## src/rtl/alu_arbiter.sv

```systemverilog
// Two-requester arbiter in front of a single-cycle ALU: IDLE -> EXEC -> RESP per operation.
// Define ALU_ARB_FIXED_PRIO_EN for fixed priority (requester 0 wins ties); default is round-robin.
module alu_arbiter #(
  parameter int WIDTH     = 32,
  parameter int CNT_WIDTH = 16
) (
  input  logic                 clk,
  input  logic                 reset,
  input  logic [1:0]           reqValid,
  output logic [1:0]           reqReady,
  input  logic [2*WIDTH-1:0]   reqInputOne,
  input  logic [2*WIDTH-1:0]   reqInputTwo,
  input  logic [7:0]           reqControl,
  input  logic [9:0]           reqShiftAmount,
  output logic [WIDTH-1:0]     aluInputOne,
  output logic [WIDTH-1:0]     aluInputTwo,
  output logic [3:0]           aluControl,
  output logic [4:0]           aluShiftAmount,
  input  logic [WIDTH-1:0]     aluResult,
  input  logic                 aluZero,
  output logic                 respValid,
  output logic                 respId,
  output logic [WIDTH-1:0]     respResult,
  output logic                 respZero,
  output logic                 busy,
  output logic [CNT_WIDTH-1:0] opCount
);

  typedef enum logic [1:0] {IDLE, EXEC, RESP} state_t;

  state_t               state_q, state_d;
  logic                 lastGrant_q;
  logic                 grant;
  logic                 handshake;
  logic [WIDTH-1:0]     aluInputOne_q, aluInputTwo_q;
  logic [3:0]           aluControl_q;
  logic [4:0]           aluShiftAmount_q;
  logic                 respId_q, respZero_q;
  logic [WIDTH-1:0]     respResult_q;
  logic [CNT_WIDTH-1:0] opCount_q;

  // A lone requester always wins; a tie goes by priority mode.
  always_comb begin
    grant = 1'b0;
    if (reqValid == 2'b10) begin
      grant = 1'b1;
    end else if (reqValid == 2'b11) begin
`ifdef ALU_ARB_FIXED_PRIO_EN
      grant = 1'b0;
`else
      grant = ~lastGrant_q;
`endif
    end
  end

  always_comb begin
    reqReady = 2'b00;
    if (state_q == IDLE && !reset && reqValid[grant]) begin
      reqReady = grant ? 2'b10 : 2'b01;
    end
  end

  assign handshake = |(reqValid & reqReady);

  always_comb begin
    state_d = state_q;
    case (state_q)
      IDLE:    if (|reqValid) state_d = EXEC;
      EXEC:    state_d = RESP;
      RESP:    state_d = IDLE;
      default: state_d = IDLE;
    endcase
  end

  always_ff @(posedge clk) begin
    if (reset) begin
      state_q <= IDLE;
    end else begin
      state_q <= state_d;
    end
  end

  // opCount advances as EXEC closes so the new count is visible with the response.
  always_ff @(posedge clk) begin
    if (reset) begin
      lastGrant_q      <= 1'b1;
      aluInputOne_q    <= '0;
      aluInputTwo_q    <= '0;
      aluControl_q     <= '0;
      aluShiftAmount_q <= '0;
      respId_q         <= 1'b0;
      respResult_q     <= '0;
      respZero_q       <= 1'b0;
      opCount_q        <= '0;
    end else begin
      if (handshake) begin
        lastGrant_q      <= grant;
        respId_q         <= grant;
        aluInputOne_q    <= grant ? reqInputOne[2*WIDTH-1:WIDTH] : reqInputOne[WIDTH-1:0];
        aluInputTwo_q    <= grant ? reqInputTwo[2*WIDTH-1:WIDTH] : reqInputTwo[WIDTH-1:0];
        aluControl_q     <= grant ? reqControl[7:4] : reqControl[3:0];
        aluShiftAmount_q <= grant ? reqShiftAmount[9:5] : reqShiftAmount[4:0];
      end
      if (state_q == EXEC) begin
        respResult_q <= aluResult;
        respZero_q   <= aluZero;
        opCount_q    <= opCount_q + 1'b1;
      end
    end
  end

  assign aluInputOne    = aluInputOne_q;
  assign aluInputTwo    = aluInputTwo_q;
  assign aluControl     = aluControl_q;
  assign aluShiftAmount = aluShiftAmount_q;
  assign respValid      = (state_q == RESP) && !reset;
  assign respId         = respId_q;
  assign respResult     = respResult_q;
  assign respZero       = respZero_q;
  assign busy           = (state_q != IDLE);
  assign opCount        = opCount_q;

endmodule
```

## config.mk

```make
export PLATFORM = sky130hd
export DESIGN_NAME = alu_arbiter
export DESIGN_NICKNAME = d
export VERILOG_FILES = /design/src/rtl/alu_arbiter.sv
export SDC_FILE = /design/constraint.sdc
export NUM_CORES = 1
export LEC_CHECK = 0
export ABC_AREA = 1
export BUFFER_PORTS_ARGS = -buffer_cell sky130_fd_sc_hd__buf_2
export CAP_MARGIN = 20
export CORE_AREA = 2 2 120 122
export DETAILED_ROUTE_END_ITERATION = 8
export DIE_AREA = 0 0 122 124
export PLACE_DENSITY_LB_ADDON = 0.2
export SETUP_SLACK_MARGIN = 0.15
export SLEW_MARGIN = 20
export SYNTH_ARGS = -nofsm -noshare
export SYNTH_HDL_FRONTEND = slang
export SYNTH_SLANG_ARGS = --single-unit
```

## constraint.sdc

```tcl
create_clock -name clk -period 3.5 [get_ports clk]
set_input_delay 0.35 -clock clk [delete_from_list [all_inputs] [get_ports clk]]
set_output_delay 0.35 -clock clk [all_outputs]
set_load 0.1 [all_outputs]
```

==> results of run 1 <==
[metrics by stage]
stage	instance area (µm²)	total power (µW)	hold slack [ns]
global placement	7029	2838	0.4395
floorplan	5425	2574	0.4486
CTS	7604	4547	0.1228
global route	7615	4708	0.1504
detailed placement	7029	2843	0.4399
finish	7615	4502	0.1422
[cells by family (layout without fill, tap and decap cells)]
| group | count (synthesis) | after routing | share of synthesized area (%) |
|---|---|---|---|
| DFF | 126 | 126 | 46.49 |
| adders and majority gates | 1 | 1 | 0.2306 |
| AOI/OAI and AO/OA | 114 | 114 | 10.56 |
| and+or+nand+nor | 512 | 512 | 36.44 |
| xor gates and xnor gates | 4 | 4 | 0.6459 |
| buffers and inverters | 69 | 370 | 5.627 |
[Yosys cell counts, types with 6 or more instances]
cell type	instances
buf_2	16
inv_1	15
dfxtp_1	126
o21ai_0	38
buf_4	7
clkbuf_1	22
inv_2	6
nand3_1	12
a21oi_1	75
nor2_1	96
nand2_1	392
[power breakdown]
part | leakage (µW) | total [µW] | switching (µW) | internal, µW
clock network | 0.000270 | 1690 | 617 | 1070
registers | 0.00103 | 1570 | 46.6 | 1530
logic | 0.00268 | 1240 | 992 | 245
[path summary, 6_finish.rpt]
path / to / slack [ns] / startpoint / cells after the start
worst min register to register: respId$_SDFFE_PP0P_ / 0.45 / respId$_SDFFE_PP0P_ / 2
worst min-delay path: aluInputOne[2]$_SDFFE_PP0P_ / 0.14 / reqInputOne[34] / 3
worst max register to register: aluShiftAmount[3]$_SDFFE_PP0P_ / 1.62 / lastGrant_q$_SDFFE_PP1P_ / 8
worst max-delay path: reqReady[1] / 0.98 / lastGrant_q$_SDFFE_PP1P_ / 6
[state kept, by name, summed over array words and instances (netlist names)]
register,count
respId,1
respZero,1
respResult,32
aluControl,4
aluInputTwo,32
aluInputOne,32
state_q,2
aluShiftAmount,5
opCount,16
lastGrant_q,1
[area by class of cell]
type	instances	area share (%)
timing repair buffer	317	21.15
clock inverter	11	1.545
inverter	22	1.084
clock buffer	20	5.997
tap	180	2.958
multi-input combinational	631	34.14
sequential	126	33.13
[worst max-delay path: stages (launching register included)]
cell and delay [ns]:
dfxtp_1 0.31, nand2_1 0.07, nand2_2 0.06, inv_2 0.56
nand2_1 0.19, inv_2 0.13, buf_2 0.44
[metal layers]
metal	share of wire [%]	up-vias	track usage (%)
met1	41	2668	25.26
met3	8.5	30	7.418
met2	48	223	38.27
met5	0.064	-	0
met4	2.2	2	9.626
li1	-	3157	-
==> reports/results.txt, run 1 <==
outcome = finished, final reports clean
setup_tns = 0 ns
post-DP HPWL = 12170 µm
fillers = 1434
Final nets = 1299
CTS tree = done
min Tclk post-route = 2.517 ns
first-pass GRT wire length = 26180 µm
CTS Hold Buffers Added = 0
Boundary Pins = 310
H-tree depth = 4
Max Transition Viols Final = 0
Vias = 6080
Power Dens Cells = 591.2 nW/µm²
die height = 124 µm
initial DRC count = 237
worst path required time = 3.15 ns
Avg Cell Area, Syn = 6.568 µm²
Seq/Total Area, Yosys = 46.49%
Post-synth EDFFs = 0
Clock Path Buffers = 2
root buffer cell = clkbuf_16
post-CTS setup repair buffer count = 0
Tightest Pin Transition = 0.8474 ns
Total Routed Length = 17300 µm
Reg area = 2522 µm²
Detailed Routing Iterations Pass 1 = 6
final std cells w/o fill = 1307
post-synthesis cell count = 826
syn nets = 1010
Slew HR = 43.42%
core area = 13720 µm²
#FFs+latches synth = 126
most frequent cells in the layout = nand2_1 (391), buf_2 (309), dfxtp_1 (126)
clock sinks = 126
RSZ-0062 raised after global routing = no
Area Growth Syn to Fin = 40.36%
clock slew at reported path FFs = 0.06 ns
vias in the first global route = 5430
CP Max Fanout = 45
Placed Instances = 1275
Residual DRC = 0
kind of critical path = flop to output pin
wire per inst = 13.23 µm
Final Setup Violations = 0
antenna violations before repair = 1
Rows = 43
number of synthesis warnings = 0
largest net degree at the start of global routing = 78
final core utilization = 55.50%
Final Wtd Congestion = 0.7950
maximum clock rate = 0.3973 GHz
GR Util All Layers = 22.26%
CP arrival = 2.17 ns
Hold Fails Final Rpt = 0
synth top area cells = dfxtp_1 (46%), nand2_1 (27%), a21oi_1 (6.9%)
Post-synth ARST share = 0%
most common cell after layout, fill and taps aside = nand2_1
post-CTS sizing = 0
CTS Buf Count = 17
fin crit share = 71.92%
PnR worst setup slack = 0.9827 ns
worst slack, placed = 1.246 ns
Die ar. = 15130 µm²
initial core utilization = 39.54%
cell area after synthesis = 5425 µm²
Leak = 0.003981 µW
Setup crit end kind = output pin
peak supply drop = 0.3440 mV
multi-input combinational cell area = 2600 µm²
Synth cell types = 23
post-DR vias/cell = 4.652
I/O Buffers = 309
remaining global-route overflow = 0
antenna-violating nets left = 0
Main synth FF type = dfxtp_1
layout cell share with drive strength beyond 1 = 31.94%
Antenna diodes = 0
post-synth top area cell = dfxtp_1
area share of the largest cell type after synthesis = 46.49%
Clock Skew = 0.01043 ns
die width = 122 µm
CP Launch Type = flop
HP Class = input pin to flop
Max Cap Viol = 0
Skew-Pair Late Insertion Delay = 0.41 ns
No activity file was read; power rests on OpenSTA's default activity.
==> run 2: changes to the inputs <==
--- a/config.mk
+++ b/config.mk
@@ -8,9 +8,10 @@
 export ABC_AREA = 1
 export BUFFER_PORTS_ARGS = -buffer_cell sky130_fd_sc_hd__buf_2
 export CAP_MARGIN = 20
-export CORE_AREA = 2 2 120 122
+export CORE_ASPECT_RATIO = 2
+export CORE_MARGIN = 2
+export CORE_UTILIZATION = 40
 export DETAILED_ROUTE_END_ITERATION = 8
-export DIE_AREA = 0 0 122 124
 export PLACE_DENSITY_LB_ADDON = 0.2
 export SETUP_SLACK_MARGIN = 0.15
 export SLEW_MARGIN = 20
==> constraint.sdc (replaced) <==
create_clock -name clk -period 2.15 [get_ports clk]
set_input_delay 0.215 -clock clk [delete_from_list [all_inputs] [get_ports clk]]
set_output_delay 0.215 -clock clk [all_outputs]
set_load 0.1 [all_outputs]
==> reports/results.txt, run 2 (synthesis results as in run 1) <==
outcome = finished, final reports clean (unchanged)
min Tclk post-route = 1.870 ns
GR Util All Layers = 22.37% (was 22.26%)
CP Launch Type = flop (unchanged)
CP peak stage delay = 0.36 ns (was 0.56 ns)
Reg area = 2522 µm² (unchanged)
Hold Crit Endpoint = aluInputOne[2]$_SDFFE_PP0P_ (unchanged)
Final Setup Violations = 0 (unchanged)
worst path required time = 1.93 ns (was 3.15 ns)
Antenna diodes = 0 (unchanged)
post-DR vias/cell = 4.721 (was 4.652)
H-tree depth = 4 (unchanged)
core area = 13360 µm² (was 13720 µm²)
internal power = 4550 µW (was 2847 µW)
Critical Path Slowest Stage Cell = dfxtp_1 (was inv_2)
hold path depth = 3 (unchanged)
wire per inst = 13.16 µm (was 13.23 µm)
maximum clock rate = 0.5349 GHz
CP Max Fanout = 5 (was 45)
Final nets = 1305 (was 1299)
I/O Buffers = 309 (unchanged)
fillers = 1370 (was 1434)
DP Area = 7053 µm² (was 7029 µm²)
clock sinks = 126 (unchanged)
first-pass GRT wire length = 26030 µm (was 26180 µm)
Die ar. = 14570 µm² (was 15130 µm²)
Skew-Pair Late Insertion Delay = 0.41 ns (about the same)
Boundary Pins = 310 (unchanged)
worst hold start = reqInputOne[34] (unchanged)
setup_tns = 0 ns (unchanged)
multi-input combinational cell area = 2613 µm² (was 2600 µm²)
Power Dens Cells = 966.3 nW/µm² (was 591.2 nW/µm²)
Detailed Routing Iterations Pass 1 = 4 (was 6)
antenna violations before repair = 0 (was 1)
fin crit share = 86.96%
Leak = 0.004039 µW (was 0.003981 µW)
Clock Path Buffers = 2 (unchanged)
RSZ-0062 raised after global routing = no (unchanged)
Slew HR = 59.19% (was 43.42%)
Placed Instances = 1254 (was 1275)
initial core utilization = 40.60% (was 39.54%)
antenna-violating nets left = 0 (unchanged)
Vias = 6086 (was 6080)
Gate power share = 27.3% (was 27.5%)
Setup crit end kind = output pin (unchanged)
Final Power = 7421 µW (was 4502 µW)
CP arrival = 1.65 ns (was 2.17 ns)
most frequent cells in the layout = nand2_1 (391), buf_2 (307), dfxtp_1 (126) (was nand2_1 (391), buf_2 (309), dfxtp_1 (126))
Hold Fails Final Rpt = 0 (unchanged)
peak supply drop = 0.6372 mV (was 0.3440 mV)
switching share of total power = 38.69% (was 36.77%)
most common cell after layout, fill and taps aside = nand2_1 (unchanged)
crit path cell chain = inv_2 -> nand2_2 -> nor2_4 -> nand2_2 -> nor2_4 -> buf_4 (was nand2_1 -> nand2_2 -> inv_2 -> nand2_1 -> inv_2 -> buf_2)
R2R setup slack = 0.42 ns (was 1.62 ns)
RR Endpoint = aluInputOne[1]$_SDFFE_PP0P_ (was aluShiftAmount[3]$_SDFFE_PP0P_)
kind of critical path = flop to output pin (unchanged)
Max Transition Viols Final = 0 (unchanged)
root buffer cell = clkbuf_16 (unchanged)
Reg power frac = 34.5% (was 35.0%)
Finished Cell Area = 7680 µm² (was 7615 µm²)
die width = 86.35 µm (was 122 µm)
die height = 168.7 µm (was 124 µm)
Rows = 60 (was 43)
Sw Pwr = 2871 µW (was 1656 µW)
Tightest Pin Transition = 0.6121 ns (was 0.8474 ns)
Residual DRC = 0 (unchanged)
largest net degree at the start of global routing = 71 (was 78)
HP Class = input pin to flop (unchanged)
initial DRC count = 203 (was 237)
remaining global-route overflow = 0 (unchanged)
final std cells w/o fill = 1289 (was 1307)
Max Cap Viol = 0 (unchanged)
CTS Buf Count = 17 (unchanged)
post-CTS setup repair buffer count = 0 (unchanged)
Total Routed Length = 16970 µm (was 17300 µm)
clock slew at reported path FFs = 0.06 ns (about the same)
Area Growth Syn to Fin = 41.56% (was 40.36%)
CTS tree = done (unchanged)
vias in the first global route = 5553 (was 5430)
layout cell share with drive strength beyond 1 = 32.36% (was 31.94%)
Worst R2R Path Depth = 7 (was 8)
Final Wtd Congestion = 0.7997 (was 0.7950)
Clock Skew = 0.008081 ns (was 0.01043 ns)
RR Startpoint = state_q[0]$_SDFFE_PP0P_ (was lastGrant_q$_SDFFE_PP1P_)
Clk pwr share = 38.2% (was 37.5%)
post-DP HPWL = 12430 µm (was 12170 µm)
-- run 2: layout make-up --
type | count | share of cell area (%)
Timing Repair Buffer | 323 | 21.88
Tap cell | 155 | 2.525
Inverter | 22 | 1.075
Sequential cell | 126 | 32.84
Clock buffer | 17 | 5.539
Clock inverter | 15 | 2.118
Multi-Input combinational cell | 631 | 34.02
-- run 2: worst max path at each step --
stage / start / end / slack [ns] / depth (start not counted)
2_1_floorplan: reset / respValid / 0.17 / 3
3_3_place_gp: state_q[0]$_SDFFE_PP0P_ / reqReady[1] / 0.57 / 8
3_5_place_dp: state_q[0]$_SDFFE_PP0P_ / aluInputOne[30]$_SDFFE_PP0P_ / 0.54 / 8
4_1_cts: state_q[0]$_SDFFE_PP0P_ / reqReady[1] / 0.22 / 8
5_1_grt: state_q[0]$_SDFFE_PP0P_ / reqReady[0] / 0.20 / 6
6_report: state_q[0]$_SDFFE_PP0P_ / reqReady[0] / 0.28 / 6
-- run 2: through the flow --
step | hold slack [ns] | utilization, % | setup WS (ns)
6_report | 0.02115 | 57.47 | 0.2804
5_1_grt | 0.03179 | 57.47 | 0.2023
4_1_cts | 0.009343 | 57.44 | 0.2209
3_5_place_dp | 0.4345 | 52.78 | 0.5368
3_3_place_gp | 0.4175 | 52.78 | 0.5696
2_1_floorplan | 0.3282 | - | 0.1702
-- run 2: timing repair --
action	4_1_cts	5_1_grt
endpoints found under the hold margin	2	0
resized for setup	2	1
hold buffers	3	0
endpoints found under the setup margin	2	1
-- run 2: power by group through the flow --
| stage | clock network (µW) | logic, µW | registers (µW) |
|---|---|---|---|
| 6_report | 2840 | 2030 | 2560 |
| 5_1_grt | 2990 | 2150 | 2580 |
| 4_1_cts | 2900 | 2040 | 2560 |
| 3_5_place_dp | 0 | 2030 | 2610 |
| 3_3_place_gp | 0 | 2020 | 2610 |
| 2_1_floorplan | 0 | 552 | 3640 |
-- run 2: per-layer routing --
layer / GRT usage [%] / up-vias / share of wire, %
li1: - / 3171 / -
met1: 23.52 / 2657 / 39
met2: 40.23 / 214 / 51
met3: 6.143 / 44 / 6.3
met4: 10.33 / 0 / 3.8
met5: 0 / - / 0
-- run 2: worst max-delay path, delay by kind of cell (launching register included) --
family                 cells  cell delay [ns]
buffers and inverters      2             0.42
AND/OR/NAND/NOR            4             0.46
flip-flops                 1             0.36
==> run 3: changes to the inputs <==
--- a/config.mk
+++ b/config.mk
@@ -8,10 +8,9 @@
 export ABC_AREA = 1
 export BUFFER_PORTS_ARGS = -buffer_cell sky130_fd_sc_hd__buf_2
 export CAP_MARGIN = 20
-export CORE_ASPECT_RATIO = 2
-export CORE_MARGIN = 2
-export CORE_UTILIZATION = 40
+export CORE_AREA = 2 2 120 122
 export DETAILED_ROUTE_END_ITERATION = 8
+export DIE_AREA = 0 0 122 124
 export PLACE_DENSITY_LB_ADDON = 0.2
 export SETUP_SLACK_MARGIN = 0.15
 export SLEW_MARGIN = 20
==> constraint.sdc (replaced) <==
create_clock -name clk -period 2.43 [get_ports clk]
set_input_delay 0.243 -clock clk [delete_from_list [all_inputs] [get_ports clk]]
set_output_delay 0.243 -clock clk [all_outputs]
set_load 0.1 [all_outputs]
==> reports/results.txt, run 3 (synthesis results as in run 1) <==
CTS Hold Buffers Added = 0 (was 3)
CP peak stage delay = 0.49 ns (was 0.36 ns)
post-CTS setup repair buffer count = 0 (unchanged)
Worst R2R Path Depth = 8 (was 7)
fillers = 1426 (was 1370)
peak supply drop = 0.5216 mV (was 0.6372 mV)
HP Class = input pin to flop (unchanged)
core area = 13720 µm² (was 13360 µm²)
CP Max Fanout = 5 (unchanged)
Leak = 0.004010 µW (was 0.004039 µW)
post-CTS sizing = 0 (was 2)
antenna-violating nets left = 0 (unchanged)
Clock Skew = 0.007496 ns (was 0.008081 ns)
Hold Fails Final Rpt = 0 (unchanged)
Detailed Routing Iterations Pass 1 = 5 (was 4)
Boundary Pins = 310 (unchanged)
clock sinks = 126 (unchanged)
Skew-Pair Late Insertion Delay = 0.41 ns (about the same)
die height = 124 µm (was 168.7 µm)
Final Wtd Congestion = 0.7649 (was 0.7997)
first-pass GRT wire length = 25590 µm (was 26030 µm)
initial core utilization = 39.54% (was 40.60%)
Total Routed Length = 16930 µm (was 16970 µm)
Final nets = 1301 (was 1305)
RSZ-0062 raised after global routing = no (unchanged)
vias in the first global route = 5288 (was 5553)
Clock Path Buffers = 2 (unchanged)
Crit path top cell by count = nand2_2
maximum clock rate = 0.4763 GHz
worst path required time = 2.19 ns (was 1.93 ns)
fin crit share = 86.40%
Residual DRC = 0 (unchanged)
Power Dens Cells = 860.0 nW/µm² (was 966.3 nW/µm²)
wire per inst = 12.92 µm (was 13.16 µm)
root buffer cell = clkbuf_16 (unchanged)
Crit. path cell count = 6 (unchanged)
H-tree depth = 4 (unchanged)
final std cells w/o fill = 1311 (was 1289)
hold path depth = 3 (unchanged)
Finished Cell Area = 7672 µm² (was 7680 µm²)
most common cell after layout, fill and taps aside = nand2_1 (unchanged)
kind of critical path = flop to output pin (unchanged)
Area Growth Syn to Fin = 41.42% (was 41.56%)
CTS tree = done (unchanged)
clock slew at reported path FFs = 0.06 ns (about the same)
Final Setup Violations = 0 (unchanged)
remaining global-route overflow = 0 (unchanged)
I/O Buffers = 309 (unchanged)
min Tclk post-route = 2.099 ns
Hold Slack = 0.04845 ns (was 0.02115 ns)
CTS Buf Count = 17 (unchanged)
Final Power = 6598 µW (was 7421 µW)
DP Area = 7059 µm² (was 7053 µm²)
family with the most delay on the worst path = buffers and inverters (was simple AND/OR/NAND/NOR gates)
initial DRC count = 227 (was 203)
post-DR vias/cell = 4.591 (was 4.721)
CP arrival = 1.86 ns (was 1.65 ns)
most frequent cells in the layout = nand2_1 (391), buf_2 (309), dfxtp_1 (126) (was nand2_1 (391), buf_2 (307), dfxtp_1 (126))
Vias = 6019 (was 6086)
Critical Path Slowest Stage Cell = buf_2 (was dfxtp_1)
Rows = 43 (was 60)
Buffers & Inverters on Critical Path = 2 (unchanged)
Max Cap Viol = 0 (unchanged)
largest net degree at the start of global routing = 78 (was 71)
setup_tns = 0 ns (unchanged)
Slew HR = 44.50% (was 59.19%)
Die ar. = 15130 µm² (was 14570 µm²)
Setup crit end kind = output pin (unchanged)
layout cell share with drive strength beyond 1 = 32.39% (was 32.36%)
outcome = finished, final reports clean (unchanged)
Tightest Pin Transition = 0.8325 ns (was 0.6121 ns)
die width = 122 µm (was 86.35 µm)
Placed Instances = 1278 (was 1254)
post-DP HPWL = 12010 µm (was 12430 µm)
Max Transition Viols Final = 0 (unchanged)
crit path cell chain = inv_2 -> nand2_2 -> nor2_4 -> nand2_2 -> nor2_2 -> buf_2 (was inv_2 -> nand2_2 -> nor2_4 -> nand2_2 -> nor2_4 -> buf_4)
antenna violations before repair = 1 (was 0)
CP Launch Type = flop (unchanged)
GR Util All Layers = 21.51% (was 22.37%)
[run 3: changes by cell type in the layout (fill, tap and decap cells not counted), moves of 2 or more]
cell / change
dlygate4sd3_1: -3
inv_8: -4
clkbuf_8: +4
inv_6: -4
clkinv_4: -2
clkinvlp_4: +4
buf_2: +2
[run 3: power breakdown]
part	switching, µW	internal, µW	total [µW]
Clock	928	1630	2550
Sequential	65.6	2200	2270
Combinational	1420	355	1780
[run 3: worst min-delay path, stage by stage]
cell and delay (ns):
buf_2 0.08, nand2_1 0.04, nand3_1 0.05
[run 3: worst paths after layout]
check	start	to	slack [ns]
hold / removal	reqInputOne[33]	aluInputOne[1]$_SDFFE_PP0P_	0.05
hold reg to reg	respId$_SDFFE_PP0P_	respId$_SDFFE_PP0P_	0.45
setup / recovery	state_q[0]$_SDFFE_PP0P_	reqReady[0]	0.33
setup reg to reg	state_q[0]$_SDFFE_PP0P_	aluInputOne[3]$_SDFFE_PP0P_	0.61
[run 3: cell type report]
cell class / count / area, µm² / share of cell area, %
Antenna cell: 1 / 2.502 / 0.03262
Clock buffer: 21 / 480.5 / 6.262
Clock inverter: 11 / 130.1 / 1.696
Inverter: 22 / 82.58 / 1.076
Multi-Input combinational cell: 631 / 2608 / 33.99
Sequential cell: 126 / 2522 / 32.88
Tap cell: 180 / 225.2 / 2.935
Timing Repair Buffer: 319 / 1622 / 21.14
[run 3: through the flow]
stage / setup WS, ns / util, %
floorplan: 0.1998 / -
detailed placement: 0.6169 / 51.45
CTS: 0.2858 / 55.91
global route: 0.1792 / 55.92
finish: 0.3305 / 55.92
global placement: 0.6828 / 51.45
[run 3: routing by layer]
layer	vias up	wire (µm)	GRT usage, %
li1	3154	-	-
met2	202	8121	36.94
met1	2638	6961	24.70
met3	25	1515	7.280
met4	0	332	8.477
met5	-	0	0
